==> config.mk <==
export PLATFORM = sky130hd
export DESIGN_NAME = nd2_input_filter_flat
export DESIGN_NICKNAME = d
export VERILOG_FILES = /design/src/rtl/nd2_input_filter_if.sv /design/src/rtl/nd2_input_filter.sv /design/src/flat_wrapper.sv
export SDC_FILE = /design/constraint.sdc
export NUM_CORES = 1
export LEC_CHECK = 0
export ABC_AREA = 0
export BUFFER_PORTS_ARGS = -buffer_cell sky130_fd_sc_hd__buf_2
export CORE_AREA = 2 2 47 49
export CTS_CLUSTER_DIAMETER = 40
export DETAILED_ROUTE_END_ITERATION = 16
export DIE_AREA = 0 0 49 51
export PLACE_DENSITY = 0.62
export SYNTH_ARGS = -nofsm -noshare
export SYNTH_HDL_FRONTEND = slang
export SYNTH_HIERARCHICAL = 1
export SYNTH_SLANG_ARGS = --single-unit
==> constraint.sdc <==
create_clock -name CK -period 3.3 [get_ports CK]
set_input_delay 0.66 -clock CK [delete_from_list [all_inputs] [get_ports CK]]
set_output_delay 0.66 -clock CK [all_outputs]
set_load 0.03 [all_outputs]
==> src/rtl/nd2_input_filter_if.sv <==
// nd2_input_filter_if: handshake bundle for the ND2 input-conditioning stage.
// Carries enable, raw inputs and the conditioned output/status signals.
// GCNT (and CNT_W) exist only when ND2_GLITCH_CNT_EN is defined.
interface nd2_input_filter_if
`ifdef ND2_GLITCH_CNT_EN
  #(parameter int CNT_W = 8)
`endif
  ;
  logic CE;
  logic A;
  logic B;
  logic Z;
  logic ZV;
  logic ZCHG;
`ifdef ND2_GLITCH_CNT_EN
  logic [CNT_W-1:0] GCNT;

  modport master (output CE, A, B, input Z, ZV, ZCHG, GCNT);
  modport slave  (input CE, A, B, output Z, ZV, ZCHG, GCNT);
`else
  modport master (output CE, A, B, input Z, ZV, ZCHG);
  modport slave  (input CE, A, B, output Z, ZV, ZCHG);
`endif
endinterface

==> src/rtl/nd2_input_filter.sv <==
// nd2_input_filter: synchronise + debounce two raw inputs, drive a registered
// NAND of the accepted levels, plus output-valid and output-change status.
// Optional feature macro: ND2_GLITCH_CNT_EN (adds CNT_W parameter, GCNT output
// and the saturating rejected-glitch counter).

// Per-input lane: free-running synchroniser followed by a CE-gated debounce filter.
module nd2_filt_lane #(
  parameter int SYNC_STAGES = 2,
  parameter int FILT_CYC    = 4
) (
  input  logic CK,
  input  logic CD,
  input  logic ce,
  input  logic raw,
  output logic filt
`ifdef ND2_GLITCH_CNT_EN
  ,
  output logic glitch
`endif
);
  localparam int CW = $clog2(FILT_CYC + 1);

  logic [SYNC_STAGES-1:0] sync_q;
  logic [CW-1:0]          cnt;
  logic                   sync;

  assign sync = sync_q[SYNC_STAGES-1];

  // Synchroniser chain: ignores CE, only CD clears it.
  always_ff @(posedge CK) begin
    if (CD) sync_q <= '0;
    else    sync_q <= {sync_q[SYNC_STAGES-2:0], raw};
  end

  // Debounce: a new level must differ for FILT_CYC enabled cycles in a row.
  always_ff @(posedge CK) begin
    if (CD) begin
      filt <= 1'b0;
      cnt  <= '0;
    end else if (ce) begin
      if (sync == filt) begin
        cnt <= '0;
      end else if (cnt == CW'(FILT_CYC - 1)) begin
        filt <= sync;
        cnt  <= '0;
      end else begin
        cnt <= cnt + 1'b1;
      end
    end
  end

`ifdef ND2_GLITCH_CNT_EN
  // A partial count abandoned because the input returned is one rejected glitch.
  assign glitch = ce && (sync == filt) && (cnt != '0);
`endif
endmodule

// Top: two filter lanes, registered NAND output, warm-up and glitch status.
module nd2_input_filter #(
  parameter int SYNC_STAGES = 2,
  parameter int FILT_CYC    = 4
`ifdef ND2_GLITCH_CNT_EN
  ,
  parameter int CNT_W       = 8
`endif
) (
  input logic               CK,
  input logic               CD,
  nd2_input_filter_if.slave bus
);
  localparam int NUM_LANES = 2;
  localparam int WARM      = SYNC_STAGES + FILT_CYC;
  localparam int WW        = $clog2(WARM + 1);

  logic [NUM_LANES-1:0] raw;
  logic [NUM_LANES-1:0] filt;
  logic                 z_nxt;
  logic                 z_q;
  logic                 zchg_q;
  logic                 zv_q;
  logic [WW-1:0]        wcnt;

  assign raw = {bus.B, bus.A};

`ifdef ND2_GLITCH_CNT_EN
  localparam int GW = CNT_W + 1;
  logic [NUM_LANES-1:0] glitch;
  logic [CNT_W-1:0]     gcnt;
  logic [GW-1:0]        gsum;

  nd2_filt_lane #(.SYNC_STAGES(SYNC_STAGES), .FILT_CYC(FILT_CYC)) u_lane [NUM_LANES-1:0] (
    .CK(CK), .CD(CD), .ce(bus.CE), .raw(raw), .filt(filt), .glitch(glitch)
  );
`else
  nd2_filt_lane #(.SYNC_STAGES(SYNC_STAGES), .FILT_CYC(FILT_CYC)) u_lane [NUM_LANES-1:0] (
    .CK(CK), .CD(CD), .ce(bus.CE), .raw(raw), .filt(filt)
  );
`endif

  // Z is taken from the registered accepted levels, one stage after acceptance.
  assign z_nxt = ~&filt;

  // Output register and change pulse; the pulse only fires on a real value change.
  always_ff @(posedge CK) begin
    if (CD) begin
      z_q    <= 1'b1;
      zchg_q <= 1'b0;
    end else if (bus.CE) begin
      z_q    <= z_nxt;
      zchg_q <= (z_nxt != z_q);
    end else begin
      zchg_q <= 1'b0;
    end
  end

  // Warm-up: ZV rises on the WARM-th enabled edge after reset and sticks.
  always_ff @(posedge CK) begin
    if (CD) begin
      wcnt <= '0;
      zv_q <= 1'b0;
    end else if (bus.CE && !zv_q) begin
      if (wcnt == WW'(WARM - 1)) zv_q <= 1'b1;
      else                       wcnt <= wcnt + 1'b1;
    end
  end

  assign bus.Z    = z_q;
  assign bus.ZV   = zv_q;
  assign bus.ZCHG = zchg_q;

`ifdef ND2_GLITCH_CNT_EN
  // Both lanes can reject on the same edge, so add up to two per cycle.
  assign gsum = {1'b0, gcnt} + GW'(glitch[0]) + GW'(glitch[1]);

  // Saturating glitch counter, cleared only by CD.
  always_ff @(posedge CK) begin
    if (CD)                gcnt <= '0;
    else if (gsum[CNT_W])  gcnt <= '1;
    else                   gcnt <= gsum[CNT_W-1:0];
  end

  assign bus.GCNT = gcnt;
`endif
endmodule

==> src/flat_wrapper.sv <==
// flat-port wrapper written by rule: the top's interface ports become plain ports
module nd2_input_filter_flat 
#(
  parameter int SYNC_STAGES = 2,
  parameter int FILT_CYC    = 4

)
  (CK, CD, bus_CE, bus_A, bus_B, bus_Z, bus_ZV, bus_ZCHG);
  nd2_input_filter_if bus_i ();
  input logic CK;
  input logic CD;
  input wire logic [$bits(bus_i.CE)-1:0] bus_CE;
  input wire logic [$bits(bus_i.A)-1:0] bus_A;
  input wire logic [$bits(bus_i.B)-1:0] bus_B;
  output wire logic [$bits(bus_i.Z)-1:0] bus_Z;
  output wire logic [$bits(bus_i.ZV)-1:0] bus_ZV;
  output wire logic [$bits(bus_i.ZCHG)-1:0] bus_ZCHG;
  assign bus_i.CE = bus_CE;
  assign bus_i.A = bus_A;
  assign bus_i.B = bus_B;
  assign bus_Z = bus_i.Z;
  assign bus_ZV = bus_i.ZV;
  assign bus_ZCHG = bus_i.ZCHG;
  nd2_input_filter #(.SYNC_STAGES(SYNC_STAGES), .FILT_CYC(FILT_CYC)) u_core (.CK(CK), .CD(CD), .bus(bus_i));
endmodule
# After elaboration in Yosys (flattened, before gate mapping)
# Index checks and enable logic that the tools add are counted.
op_classes:
  n_eq_ne: 6
  n_reduce_logical: 9
  muxes: 4
  n_addsub: 3
  bitwise: 4
ops:
  columns: ["operator", "n"]
  rows:
  - ["3-bit two-way mux", 4]
  - ["3-bit by 1-bit adder with 3-bit output, second input constant", 3]
  - ["3-bit by 2-bit == test with 1-bit output, second input constant", 2]
  - ["2-bit AND reduction", 3]
  - ["3-bit AND reduction", 2]
  - ["1-bit inverter", 4]
  - ["3-bit == test, second input constant", 1]
  - ["1-bit == test", 2]
  - ["1-bit logical NOT", 2]
  - ["2-bit OR reduction", 1]
  - ["1-bit logical AND", 1]
  - ["1-bit != test", 1]
totals:
  register_bits: 18
  output_inout_bits: 3
  input_bits: 5
  elab_cells: 36

# Logic depth before layout (Yosys ltp)
# Gate-level depths: netlist of run 1.
depth:
  word_depth: 3
  mapped_depth: 4
  ltp_nobuf: 4

# By module
# The synthesis of run 1 kept the hierarchy.
modules_own_cells:
  columns: ["module", "seq_area_each_um2", "area_each_um2", "cells_each", "instances"]
  rows:
  - ["nd2_filt_lane", 120.1, 237.7, 23, 2]
  - ["nd2_input_filter", 120.1, 279.0, 29, 1]

# Least setup slack after synthesis of run 1
# No wires, ideal clock.
synth_path:
  kind: "input-to-reg"
  startpoint: "in bus_CE"
  endpoint: "reg u_core.wcnt[0]"
  setup_ns: 0.121
  arrival_time_ns: 1.163
  required_ns: 3.179
  path_buffers: 0
  slack_ns: 2.016
  stages: 3
  path_cell_list: "nand2b_1 -> a21oi_2 -> mux2_2"
synth_between:
  elab_chain_len: 2
synth_lines:
  columns: ["item", "line", "text"]
  rows:
  - ["from (decl)", "flat_wrapper.sv:12", "input wire logic [$bits(bus_i.CE)-1:0] bus_CE;"]
  - ["1-bit logical AND", "nd2_input_filter.sv:121", "end else if (bus.CE && !zv_q) begin"]
  - ["2-bit AND reduction (no line)", null, null]
  - ["to (signal assigned)", "nd2_input_filter.sv:123", "else wcnt <= wcnt + 1'b1;"]
  - ["to (decl)", "nd2_input_filter.sv:81", "logic [WW-1:0] wcnt;"]
# Every way passes these cells.
# A chain may end at the register's enable or synchronous reset.

# Final worst setup path of run 1
layout_path:
  startpoint: "reg u_core.zv_q, in the netlist u_core/bus.ZV"
  endpoint: "out bus_ZV"
layout_lines:
  columns: ["item", "line", "text"]
  rows:
  - ["from (decl)", "nd2_input_filter.sv:80", "logic zv_q;"]
  - ["from (signal assigned)", "nd2_input_filter.sv:120", "zv_q <= 1'b0;"]
  - ["from (signal assigned)", "nd2_input_filter.sv:122", "if (wcnt == WW'(WARM - 1)) zv_q <= 1'b1;"]
  - ["to (decl)", "flat_wrapper.sv:16", "output wire logic [$bits(bus_i.ZV)-1:0] bus_ZV;"]
# No word-level cell between the ends.

==> results of run 1 <==
[power by group]
group / total [mW] / internal (mW) / switching [mW]
logic: 0.0290 / 0.0130 / 0.0159
clock network: 0.132 / 0.0672 / 0.0647
registers: 0.228 / 0.224 / 0.00409
total: 0.389 / 0.304 / 0.0848
[synthesized netlist by cell type]
cell type / n
nand2_1: 1
a31oi_1: 1
nand3_1: 2
nor2b_1: 6
inv_1: 2
nand4b_1: 2
ha_1: 4
xor2_1: 2
nand3b_1: 3
nor3b_1: 1
a21oi_1: 6
nand2b_1: 9
clkbuf_2: 1
mux2_2: 2
xnor2_1: 1
a21oi_2: 1
a211oi_1: 1
nor3_1: 1
nor2_1: 6
mux2i_1: 2
dfxtp_1: 18
or2b_2: 2
a211o_2: 1
[logic make-up after synthesis]
family          Yosys count  synth area share, %
simple gates             33                26.53
flops                    18                47.76
compound gates           10                8.293
mux                       4                5.638
fa+ha+maj                 4                6.634
xor+xnor                  3                3.483
buf+inv                   3                1.658
[routing by layer]
metal	wire, um	up-vias	global-route usage, %
met5	0	-	0
met4	20	0	7.143
met3	29	4	1.754
met2	512	7	18.04
met1	571	239	12.66
li1	-	274	-
[per-stage QoR]
stage / worst slack, ns / hold WS (ns) / total power, mW
after global routing: 1.688 / 0.4612 / 0.4063
after CTS: 1.735 / 0.4462 / 0.3943
after global placement: 1.692 / 0.4184 / 0.2605
after floorplan: 2.016 / 0.4138 / 0.2512
final: 1.734 / 0.4412 / 0.3887
after detailed placement: 1.683 / 0.4220 / 0.2618
[final cells by class]
| type | instances | share of cell area (%) |
|---|---|---|
| Multi-Input combinational cell | 54 | 44.59 |
| Timing Repair Buffer | 7 | 4.094 |
| Sequential cell | 18 | 42.11 |
| Clock buffer | 4 | 4.240 |
| Inverter | 2 | 0.8772 |
| Tap cell | 28 | 4.094 |
[worst paths after layout]
check                                                 from  slack [ns]                          to
worst max-delay path                         u_core/bus.ZV        1.73                      bus_ZV
worst min-delay path            u_core/u_lane[1]/sync_q[0]        0.44  u_core/u_lane[1]/sync_q[1]
worst max register to register              u_core/wcnt[1]        2.06              u_core/wcnt[0]
worst min register to register  u_core/u_lane[1]/sync_q[0]        0.44  u_core/u_lane[1]/sync_q[1]
[registers in the layout, summed over array words and instances, names as in the netlist]
name                  flops
u_core/u_lane/cnt         6
u_core/u_lane/filt        2
u_core/u_lane/sync_q      4
u_core/bus.Z              1
u_core/bus.ZV             1
u_core/wcnt               3
u_core/bus.ZCHG           1
==> flow_metrics.py, run 1 <==
metrics = {
    "outcome": {
        "status": "completed",
    },
    "layout": {
        "n_antenna_cell": 0,
        "area_delta_synth_final_pct": 13.43,
        "final_cell_mix": "dfxtp_1, nand2b_1, buf_2",
        "regArea_um2": 360.3,
        "multiInputGateArea_um2": 381.6,
        "postLayoutCoreUtil_pct": 41.48,
        "fin_area_um2": 855.8,
        "nNetsFinal": 95,
        "final_cells": 113,
        "layout-drive-gt1-share_pct": 20.00,
        "final_common_cell": "dfxtp_1",
        "nFillCells": 202,
    },
    "die": {
        "ios": 8,
        "rows": 17,
        "dieArea_um2": 2499,
        "coreArea_um2": 2063,
        "start_util_pct": 36.57,
        "fp.dieH_um": 51,
        "die_w_um": 49,
    },
    "synthesis": {
        "synth.area.top_cells": "dfxtp_1, nand2b_1, ha_1",
        "postSynthCellCount": 75,
        "yosysTopAreaCell": "dfxtp_1",
        "yosysTopAreaCellShare_pct": 47.76,
        "yosysUniqueCellTypes": 23,
        "syn_nets": 84,
        "yosysSeqAreaShare_pct": 47.76,
        "netlist_area_um2": 754.5,
        "avgSynthCellArea_um2": 10.06,
        "synth.ff_latch_count": 18,
        "yosysWarnings": 6,
    },
    "place": {
        "io_buffers": 7,
        "placed_area_um2": 819.5,
        "dpl.hpwl_um": 774.7,
        "dp_cells": 109,
        "routabilityCongestion": 0.6802,
    },
    "worst_setup_path": {
        "crit_fanout": 4,
        "cp-end-kind": "output port",
        "crit_type": "reg2out",
        "reg2regPathDepth": 4,
        "crit_chain": "buf_2",
        "path_buf_inv": 1,
        "crit_family": "flip-flops",
        "worstPathRequired_ns": 2.64,
        "cp.depth": 1,
        "critPathMaxStageDelay_ns": 0.40,
        "cp-start-kind": "flop",
        "critPathSlowestCell": "dfxtp_1",
        "arrival_ns": 0.91,
    },
    "sta": {
        "drv_slew": 0,
        "fmax_mhz": 638.5,
        "worst_pin_slew_ns": 0.3309,
        "clock_skew_ns": 0.002599,
        "slew_headroom_pct": 77.94,
        "tns_ns": 0,
        "setup_viol": 0,
        "final.period_utilization_pct": 47.46,
        "fin_crit_ns": 1.566,
        "hold_violations": 0,
        "rsz0062_at_grt": "false",
    },
    "global_routing": {
        "antenna_found_initial": 0,
        "grt_max_degree": 21,
        "grt_pass1_vias": 514,
        "grt_pass1_wl_um": 2049,
        "overflow": 0,
        "grt_use_total_pct": 10.72,
    },
    "clocking": {
        "cts_tree": "built",
        "postCtsSetupBuffers": 0,
        "clk_latency_ns": 0.29,
        "root_buffer": "clkbuf_4",
        "htree_levels": 1,
        "ctsResizeCount": 0,
        "cts.clk_slew.worst_paths_ns": 0.10,
        "cts_buffer_depth": 2,
        "postCtsHoldBufs": 0,
        "cts_sinks": 18,
        "cts_buffers": 3,
    },
    "power": {
        "ir_drop_mv": 0.2440,
        "power_density_nw_per_um2": 454.2,
        "p_leak_nw": 0.3483,
    },
    "routing": {
        "vias_per_cell": 4.637,
        "drc": 0,
        "ant_nets": 0,
        "vias": 524,
        "wl_per_cell_um": 10.03,
        "drtIter0Drc": 16,
        "routed_wl_um": 1133,
        "drt-pass1-iter-count": 4,
    },
    "worst_hold_path": {
        "min_path_type": "reg2reg",
        "hold_depth": 1,
    },
    "run": {
        "max-cap-violations": 0,
    },
}
Note: power is estimated with default switching activity, not from simulation.
==> inputs of run 2 (changes only) <==
- clock period: 3.3 -> 1.5 ns (I/O delays scaled with it)
==> flow_metrics.py, run 2 (synthesized netlist as in run 1, its figures left out) <==
metrics = {
    "outcome": {
        "status": "completed",
    },
    "power": {
        "p_leak_nw": 0.3459,
        "switching_power_mw": 0.1711,
        "p_int_mw": 0.6150,
        "comb_power_share_pct": 8.2,
        "p_total_mw": 0.7862,
        "power_density_nw_per_um2": 925.4,
        "p_clk_share_pct": 28.1,
        "p_sw_share_pct": 21.77,
        "power_frac_seq_pct": 63.7,
        "ir_drop_mv": 0.4526,
    },
    "worst_setup_path": {
        "arrival_ns": 1.40,
        "r2r_setup_slack_ns": 0.27,
        "r2r_start": "u_core/wcnt[1]",
        "crit_fanout": 3,
        "cp-start-kind": "flop",
        "crit_start": "u_core/wcnt[1]",
        "critPathCapture": "u_core/wcnt[1]",
        "reg2regPathDepth": 4,
        "worstPathRequired_ns": 1.67,
        "crit_type": "reg2reg",
        "cp-end-kind": "flop",
        "r2r_end": "u_core/wcnt[1]",
    },
    "routing": {
        "vias": 513,
        "drtIter0Drc": 7,
        "drt-pass1-iter-count": 4,
        "vias_per_cell": 4.540,
        "drc": 0,
        "wl_per_cell_um": 9.681,
        "ant_nets": 0,
        "routed_wl_um": 1094,
    },
    "global_routing": {
        "overflow": 0,
        "antenna_found_initial": 0,
        "grt_pass1_wl_um": 1959,
        "grt_pass1_vias": 485,
        "grt_use_total_pct": 10.65,
        "grt_max_degree": 21,
    },
    "place": {
        "dpl.hpwl_um": 786.3,
        "dp_cells": 110,
        "io_buffers": 7,
        "routabilityCongestion": 0.6333,
        "placed_area_um2": 827.0,
    },
    "sta": {
        "clock_skew_ns": 0.004058,
        "final.period_utilization_pct": 82.00,
        "worst_pin_slew_ns": 0.3213,
        "drv_slew": 0,
        "setup_viol": 0,
        "hold_violations": 0,
        "fin_crit_ns": 1.230,
        "slew_headroom_pct": 78.58,
        "tns_ns": 0,
        "fmax_mhz": 813.0,
        "rsz0062_at_grt": "false",
    },
    "layout": {
        "area_delta_synth_final_pct": 12.60,
        "nNetsFinal": 96,
        "final_common_cell": "dfxtp_1",
        "fin_area_um2": 849.6,
        "layout-drive-gt1-share_pct": 20.00,
        "n_antenna_cell": 0,
        "largest_register_ffs": 6,
        "multiInputGateArea_um2": 381.6,
        "top_regs": "u_core/u_lane/cnt (6), u_core/u_lane/sync_q (4), u_core/wcnt (3)",
        "final_cells": 113,
        "nFillCells": 212,
        "regMostFlops": "u_core/u_lane/cnt",
        "regArea_um2": 360.3,
        "postLayoutCoreUtil_pct": 41.18,
        "final_cell_mix": "dfxtp_1, nand2b_1, buf_2",
    },
    "worst_hold_path": {
        "min_path_type": "in2reg",
    },
    "clocking": {
        "cts_sinks": 18,
        "cts_buffer_depth": 2,
        "root_buffer": "clkbuf_4",
        "postCtsSetupBuffers": 0,
        "clk_latency_ns": 0.28,
        "htree_levels": 1,
        "cts.clk_slew.worst_paths_ns": 0.09,
        "postCtsHoldBufs": 0,
        "cts_tree": "built",
        "cts_buffers": 3,
        "ctsResizeCount": 0,
    },
    "die": {
        "coreArea_um2": 2063,
        "die_w_um": 49,
        "start_util_pct": 36.57,
        "rows": 17,
        "dieArea_um2": 2499,
        "fp.dieH_um": 51,
        "ios": 8,
    },
    "run": {
        "max-cap-violations": 0,
    },
}
run 2: cell count changes in the layout (fill, tap and decap cells not counted):
cell      delta
buf_4        +1
clkbuf_8     -1
run 2: power by group through the flow:
stage	Sequential, mW	Clock (mW)	Combinational, mW
final	0.500	0.221	0.0644
after global routing	0.503	0.254	0.0718
after CTS	0.501	0.241	0.0656
after detailed placement	0.512	0	0.0653
after global placement	0.511	0	0.0637
after floorplan	0.514	0	0.0388
run 2: area by class of cell:
| type | instances | area share (%) |
|---|---|---|
| Multi-Input combinational cell | 54 | 44.92 |
| Sequential cell | 18 | 42.42 |
| Timing Repair Buffer | 8 | 5.007 |
| Tap cell | 28 | 4.124 |
| Clock buffer | 3 | 2.651 |
| Inverter | 2 | 0.8837 |
run 2: how the worst min path moves through the flow:
stage	start	endpoint	slack [ns]	cells after the start
floorplan	CD	u_core/u_lane[0]/cnt[0]	0.37	1
global placement	u_core/u_lane[1]/sync_q[0]	u_core/u_lane[1]/sync_q[1]	0.42	1
detailed placement	u_core/u_lane[0]/sync_q[0]	u_core/u_lane[0]/sync_q[1]	0.44	1
CTS	bus_A	u_core/u_lane[0]/sync_q[0]	0.21	2
global route	bus_A	u_core/u_lane[0]/sync_q[0]	0.23	2
finish	bus_A	u_core/u_lane[0]/sync_q[0]	0.22	2
run 2: worst max-delay path: stages (launching register included):
cell and delay [ns]:
dfxtp_1 0.33, inv_1 0.05, ha_1 0.21, a21oi_2 0.18, mux2_2 0.34
run 2: stage by stage:
stage          hold WS, ns  worst slack, ns
2_1_floorplan       0.3691           0.3307
3_3_place_gp        0.4212           0.3057
3_5_place_dp        0.4375           0.2757
4_1_cts             0.2094           0.2622
5_1_grt             0.2258           0.2284
6_report            0.2198           0.2699
run 2: layer usage:
metal	GRT usage [%]	part of all wire (%)	vias to the layer above
li1	-	-	274
met1	11.54	48	232
met5	0	0	-
met3	2.632	2.5	2
met4	8.571	1.5	0
met2	17.81	48	5
==> inputs of run 3 (changes only) <==
- PLACE_DENSITY: 0.62 -> 0.64
- clock period: 1.5 -> 1.1 ns (I/O delays scaled with it)
==> flow_metrics.py, run 3 (synthesized netlist as in run 1, its figures left out) <==
metrics = {
    "outcome": {
        "status": "complete, but fails checks",
        "violations": "setup timing",
    },
    "global_routing": {
        "antenna_found_initial": 0,
        "grt_use_total_pct": 11.03,
        "grt_max_degree": 15,
        "grt_pass1_wl_um": 2049,
        "grt_pass1_vias": 502,
        "overflow": 0,
    },
    "layout": {
        "top_regs": "u_core/u_lane/cnt (6), u_core/u_lane/sync_q (4), u_core/wcnt (3)",
        "final_cells": 122,
        "nNetsFinal": 104,
        "fin_area_um2": 953.4,
        "postLayoutCoreUtil_pct": 46.21,
        "final_common_cell": "dfxtp_1",
        "largest_register_ffs": 6,
        "area_delta_synth_final_pct": 26.37,
        "final_cell_mix": "dfxtp_1, buf_4, nand2b_1",
        "regMostFlops": "u_core/u_lane/cnt",
        "nFillCells": 207,
        "layout-drive-gt1-share_pct": 32.98,
        "n_antenna_cell": 0,
    },
    "power": {
        "p_total_mw": 1.154,
        "power_density_nw_per_um2": 1211,
        "ir_drop_mv": 0.8628,
        "p_leak_nw": 0.3959,
    },
    "worst_setup_path": {
        "crit_family": "flip-flops",
        "r2r_end": "u_core/wcnt[1]",
        "worstPathRequired_ns": 1.28,
        "cp-end-kind": "flop",
        "r2r_setup_slack_ns": -0.01,
        "reg2regPathDepth": 4,
        "arrival_ns": 1.30,
        "cp.depth": 4,
        "r2r_start": "u_core/wcnt[1]",
        "crit_chain": "inv_2 > ha_4 > a21oi_4 > mux2_4",
        "path_buf_inv": 1,
        "critPathMaxStageDelay_ns": 0.34,
        "crit_fanout": 2,
        "cp-start-kind": "flop",
        "crit_type": "reg2reg",
        "critPathSlowestCell": "dfxtp_2",
    },
    "sta": {
        "final.period_utilization_pct": 101.1,
        "clock_skew_ns": 0.008762,
        "worst_pin_slew_ns": 0.2494,
        "hold_violations": 0,
        "hold_ws_ns": 0.1526,
        "slew_headroom_pct": 83.32,
        "setup_viol": 2,
        "fmax_mhz": 898.9,
        "tns_ns": -0.01888,
        "fin_crit_ns": 1.112,
        "rsz0062_at_grt": "true",
        "drv_slew": 0,
        "layout_setup_ws_ns": -0.01248,
    },
    "clocking": {
        "cts_buffers": 3,
        "cts_tree": "built",
        "cts_buffer_depth": 2,
        "cts.clk_slew.worst_paths_ns": 0.10,
        "root_buffer": "clkbuf_4",
        "clk_latency_ns": 0.29,
        "htree_levels": 1,
        "postCtsHoldBufs": 0,
        "cts_sinks": 18,
    },
    "routing": {
        "drt-pass1-iter-count": 4,
        "routed.top_layer": "met4",
        "wl_per_cell_um": 9.762,
        "ant_nets": 0,
        "vias_per_cell": 4.623,
        "routed_wl_um": 1191,
        "wl_met2_um": 560,
        "drc": 0,
        "wl_met1_um": 567,
        "wl_met3_um": 52,
        "drtIter0Drc": 11,
        "vias": 564,
    },
    "worst_hold_path": {
        "hold_depth": 2,
        "min_path_type": "in2reg",
        "min_from": "bus_A",
        "hold_end": "u_core/u_lane[0]/sync_q[0]",
    },
    "die": {
        "fp.dieH_um": 51,
        "dieArea_um2": 2499,
        "ios": 8,
        "die_w_um": 49,
        "coreArea_um2": 2063,
        "rows": 17,
        "start_util_pct": 36.57,
    },
    "place": {
        "placed_area_um2": 897.1,
        "dpl.hpwl_um": 844.3,
        "routabilityCongestion": 0.6710,
        "dp_slack_ns": -0.04951,
        "dp_cells": 116,
        "io_buffers": 7,
    },
    "run": {
        "max-cap-violations": 0,
    },
}
==> run 3: power breakdown <==
part | leakage, nW | internal [mW] | switching, mW
registers | 0.148 | 0.671 | 0.0141
logic | 0.233 | 0.0827 | 0.0617
clock network | 0.0150 | 0.141 | 0.184
total | 0.396 | 0.894 | 0.260
==> run 3: layout make-up <==
class | instances | area (um^2) | area share [%]
Clock buffer | 4 | 26.28 | 2.756
Inverter | 2 | 7.507 | 0.7874
Tap cell | 28 | 35.03 | 3.675
Sequential cell | 18 | 367.9 | 38.58
Timing Repair Buffer | 16 | 107.6 | 11.29
Multi-Input combinational cell | 54 | 409.1 | 42.91
==> run 3: worst max-delay path by stage <==
stage	startpoint	endpoint	slack [ns]
global placement	u_core/wcnt[1]	u_core/wcnt[1]	-0.02
CTS	u_core/wcnt[1]	u_core/wcnt[1]	-0.02
finish	u_core/wcnt[1]	u_core/wcnt[1]	-0.01
detailed placement	u_core/wcnt[1]	u_core/wcnt[1]	-0.05
global route	u_core/wcnt[1]	u_core/wcnt[1]	-0.04
floorplan	u_core/wcnt[1]	u_core/wcnt[1]	0.001
==> run 3: what timing repair did <==
action	4_1_cts	5_1_grt
resized for setup	3	2
cloned	0	0
setup endpoints to repair	3	4
buffers inserted	2	0
pin swaps	0	0
==> run 3: per-layer routing <==
| metal | up-vias | track usage [%] |
|---|---|---|
| li1 | 293 | - |
| met1 | 260 | 13.03 |
| met2 | 9 | 17.35 |
| met3 | 2 | 5.263 |
| met4 | 0 | 4.286 |
| met5 | - | 0 |
